## config.mk

```make
export PLATFORM = sky130hd
export DESIGN_NAME = wb_arbiter_2
export DESIGN_NICKNAME = d
export VERILOG_FILES = /design/src/rtl/wb_arbiter_2.sv
export SDC_FILE = /design/constraint.sdc
export NUM_CORES = 1
export LEC_CHECK = 0
export ABC_CLOCK_PERIOD_IN_PS = 1100
export BUFFER_PORTS_ARGS = -buffer_cell sky130_fd_sc_hd__buf_4
export CAP_MARGIN = 0
export CORE_AREA = 2 2 367 369
export DETAILED_ROUTE_END_ITERATION = 6
export DIE_AREA = 0 0 369 371
export PLACE_DENSITY = 0.32
export REMOVE_ABC_BUFFERS = 1
export SYNTH_ARGS = -nofsm -noshare
export SYNTH_HDL_FRONTEND = slang
export SYNTH_SLANG_ARGS = --single-unit
```

## constraint.sdc

```tcl
create_clock -name clk -period 1.1 [get_ports clk]
set_input_delay 0.055 -clock clk [delete_from_list [all_inputs] [get_ports clk]]
set_output_delay 0.055 -clock clk [all_outputs]
set_load 0.005 [all_outputs]
```

## src/rtl/wb_arbiter_2.sv

```systemverilog
// Two-master round-robin Wishbone arbiter; 1-cycle grant latency, data path unregistered, grant held while CYC high.
// Optional stall timeout under WB_ARB_TIMEOUT_EN; otherwise a stalled slave holds the bus.
module wb_arbiter_2 #(
  parameter int DATA_WIDTH   = 128,
  parameter int ADDR_WIDTH   = 32,
  parameter int SELECT_WIDTH = DATA_WIDTH / 8,
  parameter int TIMEOUT      = 255
) (
  input  logic                    clk,
  input  logic                    rst_n,
  input  logic [ADDR_WIDTH-1:0]   m0_adr_i,
  input  logic [DATA_WIDTH-1:0]   m0_dat_i,
  output logic [DATA_WIDTH-1:0]   m0_dat_o,
  input  logic                    m0_we_i,
  input  logic [SELECT_WIDTH-1:0] m0_sel_i,
  input  logic                    m0_stb_i,
  input  logic                    m0_cyc_i,
  output logic                    m0_ack_o,
  output logic                    m0_err_o,
  input  logic [ADDR_WIDTH-1:0]   m1_adr_i,
  input  logic [DATA_WIDTH-1:0]   m1_dat_i,
  output logic [DATA_WIDTH-1:0]   m1_dat_o,
  input  logic                    m1_we_i,
  input  logic [SELECT_WIDTH-1:0] m1_sel_i,
  input  logic                    m1_stb_i,
  input  logic                    m1_cyc_i,
  output logic                    m1_ack_o,
  output logic                    m1_err_o,
  output logic [ADDR_WIDTH-1:0]   wbs_adr_o,
  output logic [DATA_WIDTH-1:0]   wbs_dat_o,
  output logic                    wbs_we_o,
  output logic [SELECT_WIDTH-1:0] wbs_sel_o,
  output logic                    wbs_stb_o,
  output logic                    wbs_cyc_o,
  input  logic [DATA_WIDTH-1:0]   wbs_dat_i,
  input  logic                    wbs_ack_i,
  input  logic                    wbs_err_i,
  output logic [1:0]              grant_o
);

  typedef enum logic [1:0] {IDLE, G0, G1} state_t;

  state_t     state_q;
  logic       last_q;
  logic [1:0] grant_q;
  logic       sel0, sel1;
  logic       stb_raw, cyc_raw;
  logic       to_hit;

  assign sel0    = grant_q[0];
  assign sel1    = grant_q[1];
  assign grant_o = grant_q;

  assign stb_raw = (sel0 & m0_stb_i) | (sel1 & m1_stb_i);
  assign cyc_raw = (sel0 & m0_cyc_i) | (sel1 & m1_cyc_i);

`ifdef WB_ARB_TIMEOUT_EN
  localparam int CW = $clog2(TIMEOUT + 1);
  logic [CW-1:0] to_cnt_q;
  logic          stall;

  // Stall is judged on the ungated strobe so the abort itself cannot feed back.
  assign stall  = stb_raw & ~wbs_ack_i & ~wbs_err_i;
  assign to_hit = stall && (to_cnt_q == CW'(TIMEOUT - 1));

  always_ff @(posedge clk or negedge rst_n) begin
    if (!rst_n) begin
      to_cnt_q <= '0;
    end else if (!stall || to_hit) begin
      to_cnt_q <= '0;
    end else begin
      to_cnt_q <= to_cnt_q + 1'b1;
    end
  end
`else
  assign to_hit = 1'b0;
`endif

  always_ff @(posedge clk or negedge rst_n) begin
    if (!rst_n) begin
      state_q <= IDLE;
      grant_q <= 2'b00;
      last_q  <= 1'b1;
    end else begin
      case (state_q)
        IDLE: begin
          if (m0_cyc_i && (!m1_cyc_i || last_q)) begin
            state_q <= G0;
            grant_q <= 2'b01;
          end else if (m1_cyc_i) begin
            state_q <= G1;
            grant_q <= 2'b10;
          end
        end
        G0: begin
          if (!m0_cyc_i || to_hit) begin
            last_q <= 1'b0;
            if (m1_cyc_i) begin
              state_q <= G1;
              grant_q <= 2'b10;
            end else begin
              state_q <= IDLE;
              grant_q <= 2'b00;
            end
          end
        end
        G1: begin
          if (!m1_cyc_i || to_hit) begin
            last_q <= 1'b1;
            if (m0_cyc_i) begin
              state_q <= G0;
              grant_q <= 2'b01;
            end else begin
              state_q <= IDLE;
              grant_q <= 2'b00;
            end
          end
        end
        default: begin
          state_q <= IDLE;
          grant_q <= 2'b00;
        end
      endcase
    end
  end

  // Request mux: everything is zero while idle.
  assign wbs_adr_o = sel0 ? m0_adr_i : (sel1 ? m1_adr_i : '0);
  assign wbs_dat_o = sel0 ? m0_dat_i : (sel1 ? m1_dat_i : '0);
  assign wbs_sel_o = sel0 ? m0_sel_i : (sel1 ? m1_sel_i : '0);
  assign wbs_we_o  = (sel0 & m0_we_i) | (sel1 & m1_we_i);
  assign wbs_stb_o = stb_raw & ~to_hit;
  assign wbs_cyc_o = cyc_raw & ~to_hit;

  assign m0_dat_o = wbs_dat_i;
  assign m1_dat_o = wbs_dat_i;
  assign m0_ack_o = sel0 & wbs_ack_i;
  assign m1_ack_o = sel1 & wbs_ack_i;
  assign m0_err_o = sel0 & (wbs_err_i | to_hit);
  assign m1_err_o = sel1 & (wbs_err_i | to_hit);

endmodule
```

Word level (Yosys, flattened, before mapping)

Cells that the tools add are included.

Equality and inequality tests: 5
Mux-type cells: 16
Bitwise logic cells: 13
Reduce and logical (&&, ||, !) cells: 7

Operators with widths:

| operator           | number |
|---|---|
| $mux 128           | 2 |
| $mux 32            | 2 |
| $mux 16            | 2 |
| $and 1x1->1        | 10 |
| $mux 2             | 5 |
| $pmux 2 s3         | 1 |
| $reduce_and 3->1   | 2 |
| $ne 2x2->1 const B | 2 |
| $mux 1             | 3 |
| $ne 3x3->1 const B | 1 |
| $or 1x1->1         | 3 |
| $eq 2x1->1 const B | 1 |
| $eq 2x2->1 const B | 1 |
| $logic_not 2->1    | 1 |
| $pmux 1 s2         | 1 |
| $reduce_bool 2->1  | 1 |
| $logic_and 1x1->1  | 1 |
| $logic_not 1->1    | 1 |
| $logic_or 1x1->1   | 1 |

Bits in registers: 3
Input port bits: 490
Output and inout bits: 441
Word-level logic and storage cells: 43

Longest topological paths before layout

Depth in word-level cells: 5
Depth in mapped cells: 6
Gate-level depth less buffers: 3

Least setup slack after synthesis

Ideal clock, no wire load.

Kind: reg2out
From: reg grant_q[0] (netlist: grant_o[0])
To: out wbs_dat_o[100]
Arrival: 1.142 ns
Required time: 1.045 ns
Slack: -0.097 ns
Cell stages (with the launch flop): 7
Buffers on the path: 4
Cells stage by stage: dfrtp_1 -> buf_4 -> nor2b_1 -> buf_4 -> buf_8 -> buf_6 -> a22o_1

Cells in the longest elaborated chain, start to end: 1

Ends and longest elaborated chain:

| element                | RTL line | source |
|---|---|---|
| start, declared        | 45       | `logic [1:0] grant_q;` |
| start signal, assigned | 82       | `grant_q <= 2'b00;` |
| start signal, assigned | 89       | `grant_q <= 2'b01;` |
| start signal, assigned | 92       | `grant_q <= 2'b10;` |
| $mux 128               | 129      | `assign wbs_dat_o = sel0 ? m0_dat_i : (sel1 ? m1_dat_i : '0);` |
| end, declared          | 30       | `output logic [DATA_WIDTH-1:0] wbs_dat_o,` |

No other way between the ends.

Worst setup path in the final report

From: reg grant_q[1] (netlist: grant_o[1])
To: out wbs_dat_o[118]

Cells in the longest elaborated chain, start to end: 2

Ends and longest elaborated chain:

| element               | RTL line |
|---|---|
| $mux 128 (2 in a row) | 129 |

No other way between the ends.

==> results.py <==
metrics = {
    "setup_path": {
        "setup.worst_path.end_class": "output pin",
        "critical_path.cell_chain": "nor2b_4, buf_6, buf_12, buf_12, buf_16, a22o_4, buf_6",
        "critPathMaxFanout": 8,
        "critPathMaxStageDelay_ns": 0.40,
        "timing.critical_path.arrival_ns": 1.78,
        "worst-setup-path-type": "reg -> out",
        "type_of_origin_of_the_critical_path": "flip-flop",
        "worst-endpoint-required_ns": 1.04,
        "worst_r2r_path_depth": 5,
        "cpMaxStageDelayCell": "sky130_fd_sc_hd__dfrtp_1",
    },
    "floorplan": {
        "design.die.area_um2": 137000,
        "dieHeight_um": 371,
        "core_area_um2": 133000,
        "pin_count": 931,
        "floorplan.die.width_um": 369,
        "initial_core_util": 0.0298,
        "num_rows": 134,
    },
    "grt": {
        "global_route.overflow_total": 0,
        "grt_pass1_wl_um": 126000,
        "initial_antenna_violation_count": 26,
        "number_of_global_route_vias_before_repair": 6286,
        "grt_max_degree": 23,
        "track_usage": 0.155,
    },
    "final_layout": {
        "nets": 1307,
        "post-route-cell-area_um2": 10200,
        "instances_no_fill": 2587,
        "final_layout_size_suffix_gt1_frac": 0.839,
        "finalCoreUtilization": 0.0767,
        "area_growth_pct": 158,
    },
    "timing": {
        "setup-violations-final": 186,
        "setup_slack_ns": -0.735,
        "tightest_slew_ns": 0.361,
        "worst_slew_margin_rel": 0.760,
        "hold_viol": 0,
        "fmaxAchievable_mhz": 545,
        "min_period_over_period": 1.67,
        "finalClockSkew_ns": 0.00260,
        "timing.final.crit_period_ns": 1.83,
        "rsz0062_at_grt": "true",
        "timing.final.max_slew_violations": 0,
    },
    "synthesis": {
        "yosysMostFrequentCell": "sky130_fd_sc_hd__buf_4",
        "synthTopCellsByArea": "sky130_fd_sc_hd__buf_4, sky130_fd_sc_hd__a22o_1, sky130_fd_sc_hd__buf_6",
        "synth.cell_area_um2": 3950,
        "syn_area_per_cell_um2": 7.98,
        "asyncSetResetFlopFracSynth": 1.00,
        "synth_edf_count": 0,
        "synth.ff_latch_count": 3,
        "synth.cells.most_frequent": "sky130_fd_sc_hd__buf_4, sky130_fd_sc_hd__a22o_1, sky130_fd_sc_hd__buf_6, sky130_fd_sc_hd__clkbuf_1, sky130_fd_sc_hd__buf_2",
        "synth_cell_type_count": 17,
        "synth.yosys.seq_area_share": 0.0193,
        "synth_top_area_frac": 0.492,
        "synth_top_area_cell": "sky130_fd_sc_hd__buf_4",
        "postSynth.topFlopCell": "sky130_fd_sc_hd__dfrtp_1",
        "ys_warn_count": 0,
        "synthesis.instances": 495,
    },
    "clock_tree": {
        "worstSkewPairLatency_ns": 0.23,
        "path_clk_slew_ns": 0.03,
        "cts_root_buf": "sky130_fd_sc_hd__clkbuf_16",
        "cts-htree-levels": 1,
        "cts_inserted_buffers": 3,
        "numClockSinks": 3,
        "ctsLongestPathBuffers": 2,
        "tritoncts": "done",
    },
    "detailed_routing": {
        "drt_iter0_drc": 446,
        "detail-route-antenna-nets": 0,
        "wirelength_um": 112000,
        "detailedRoute.firstPassIterationCount": 5,
        "wl_per_cell_um": 43.3,
        "routed-via-count": 6280,
        "remaining_drc_errors": 0,
        "route.detailed.vias_per_inst": 2.43,
    },
    "place": {
        "dp_worst_setup_slack_ns": -0.870,
        "detailedPlacementHpwl_um": 94900,
        "numPlacedInstances": 2553,
        "detailed_place.area_um2": 8480,
        "globalplace.congestion": 0.701,
        "numPortBuffers": 546,
    },
    "power_and_ir_drop": {
        "power.leakage_nw": 4.40,
        "ir_drop_mv": 0.301,
        "powerDensity_nw_per_um2": 1020,
    },
    "outcome": {
        "status": "finished, violations left",
        "violated_checks": "setup timing",
    },
    "min_path": {
        "holdPathStages": 0,
        "hold_path.class": "in -> out",
    },
    "job": {
        "drv.max_cap_violation_count": 0,
    },
}
sequential cells by signal, summed over array words and instances (netlist names):
name / cells
last_q: 1
grant_o: 2
path summary, 6_finish.rpt:
| check | start | to | slack, ns |
|---|---|---|---|
| min in group asynchronous | rst_n | grant_o[1] | 0.38 |
| max in group asynchronous | rst_n | last_q | 0.52 |
| max | grant_o[1] | wbs_dat_o[118] | -0.73 |
| min | wbs_dat_i[50] | m1_dat_o[50] | 0.11 |
| min reg2reg | last_q | last_q | 0.52 |
| max reg2reg | grant_o[0] | grant_o[0] | -0.19 |
per-layer routing:
layer  up-vias  part of all wire  track usage
met5         -             0.010       0.0535
met4        46            0.0094       0.0139
met3        95              0.18        0.126
met2       930              0.37        0.202
met1      3003              0.43        0.195
li1       2206                 -            -
cell usage in the layout, fill, tap and decap left out:
cell type                       count
sky130_fd_sc_hd__o21ai_0            1
sky130_fd_sc_hd__clkbuf_1           1
sky130_fd_sc_hd__diode_2            3
sky130_fd_sc_hd__dfstp_2            1
sky130_fd_sc_hd__nor2b_1            1
sky130_fd_sc_hd__a22o_4            61
sky130_fd_sc_hd__buf_12            10
sky130_fd_sc_hd__and2_4             1
sky130_fd_sc_hd__dfrtp_4            1
sky130_fd_sc_hd__o22a_1             1
sky130_fd_sc_hd__and2_1             4
sky130_fd_sc_hd__dlygate4sd3_1      1
sky130_fd_sc_hd__buf_16            13
sky130_fd_sc_hd__inv_1              1
sky130_fd_sc_hd__a22o_2             3
sky130_fd_sc_hd__a21oi_1            1
sky130_fd_sc_hd__nor2_1             2
sky130_fd_sc_hd__buf_6             96
sky130_fd_sc_hd__nor2b_4            1
sky130_fd_sc_hd__a22o_1           115
sky130_fd_sc_hd__clkbuf_16          9
sky130_fd_sc_hd__buf_4            478
sky130_fd_sc_hd__bufbuf_16          3
sky130_fd_sc_hd__o21ai_1            1
sky130_fd_sc_hd__buf_8              8
sky130_fd_sc_hd__o22ai_1            1
sky130_fd_sc_hd__dfrtp_1            1
where the power goes:
group / internal [mW] / switching, mW / total, mW
clock: 0.480 / 0.117 / 0.598
combinational: 4.88 / 4.73 / 9.61
sequential: 0.148 / 0.0303 / 0.178
metrics by stage:
stage | setup TNS [ns] | power (mW) | hold WS, ns
floorplan | -1434.97 | 2.02 | -0.241
global placement | -85.92 | 8.11 | -0.126
detailed placement | -83.48 | 8.08 | -0.127
CTS | -121.20 | 10.6 | 0.103
global route | -127.50 | 11.1 | 0.110
finish | -114.69 | 10.4 | 0.110
critical path: cells and delay by family (launching register included):
kind	cells	cell delay, ns
simple gates	1	0.15
compound gates	1	0.28
buf+inv	5	0.69
flops	1	0.40
timing repair:
action	CTS	global route
hold buffers	1	0
cloned	12	6
buffers inserted	9	7
gates resized for setup	208	19
setup endpoints to repair	187	188
pin swaps	9	11
endpoints found under the hold margin	3	0
cells by family (layout without fill, tap and decap cells):
logic type	after synthesis	in the layout	synth area share
and+or+nand+nor	9	9	0.0130
DFF	3	3	0.0193
AOI/OAI and AO/OA	184	184	0.404
other	0	3	0
buffers and inverters	299	620	0.563
layout make-up:
| cell class | count | area, um2 |
|---|---|---|
| antenna | 3 | 7.51 |
| clock buffer | 4 | 78.8 |
| fill | 15600 | 123000 |
| inverter | 1 | 3.75 |
| multi-input combinational | 193 | 2200 |
| sequential | 3 | 80.1 |
| tap | 1768 | 2210 |
| timing repair buffer | 615 | 5610 |
Power figures use the tool's default switching activity.
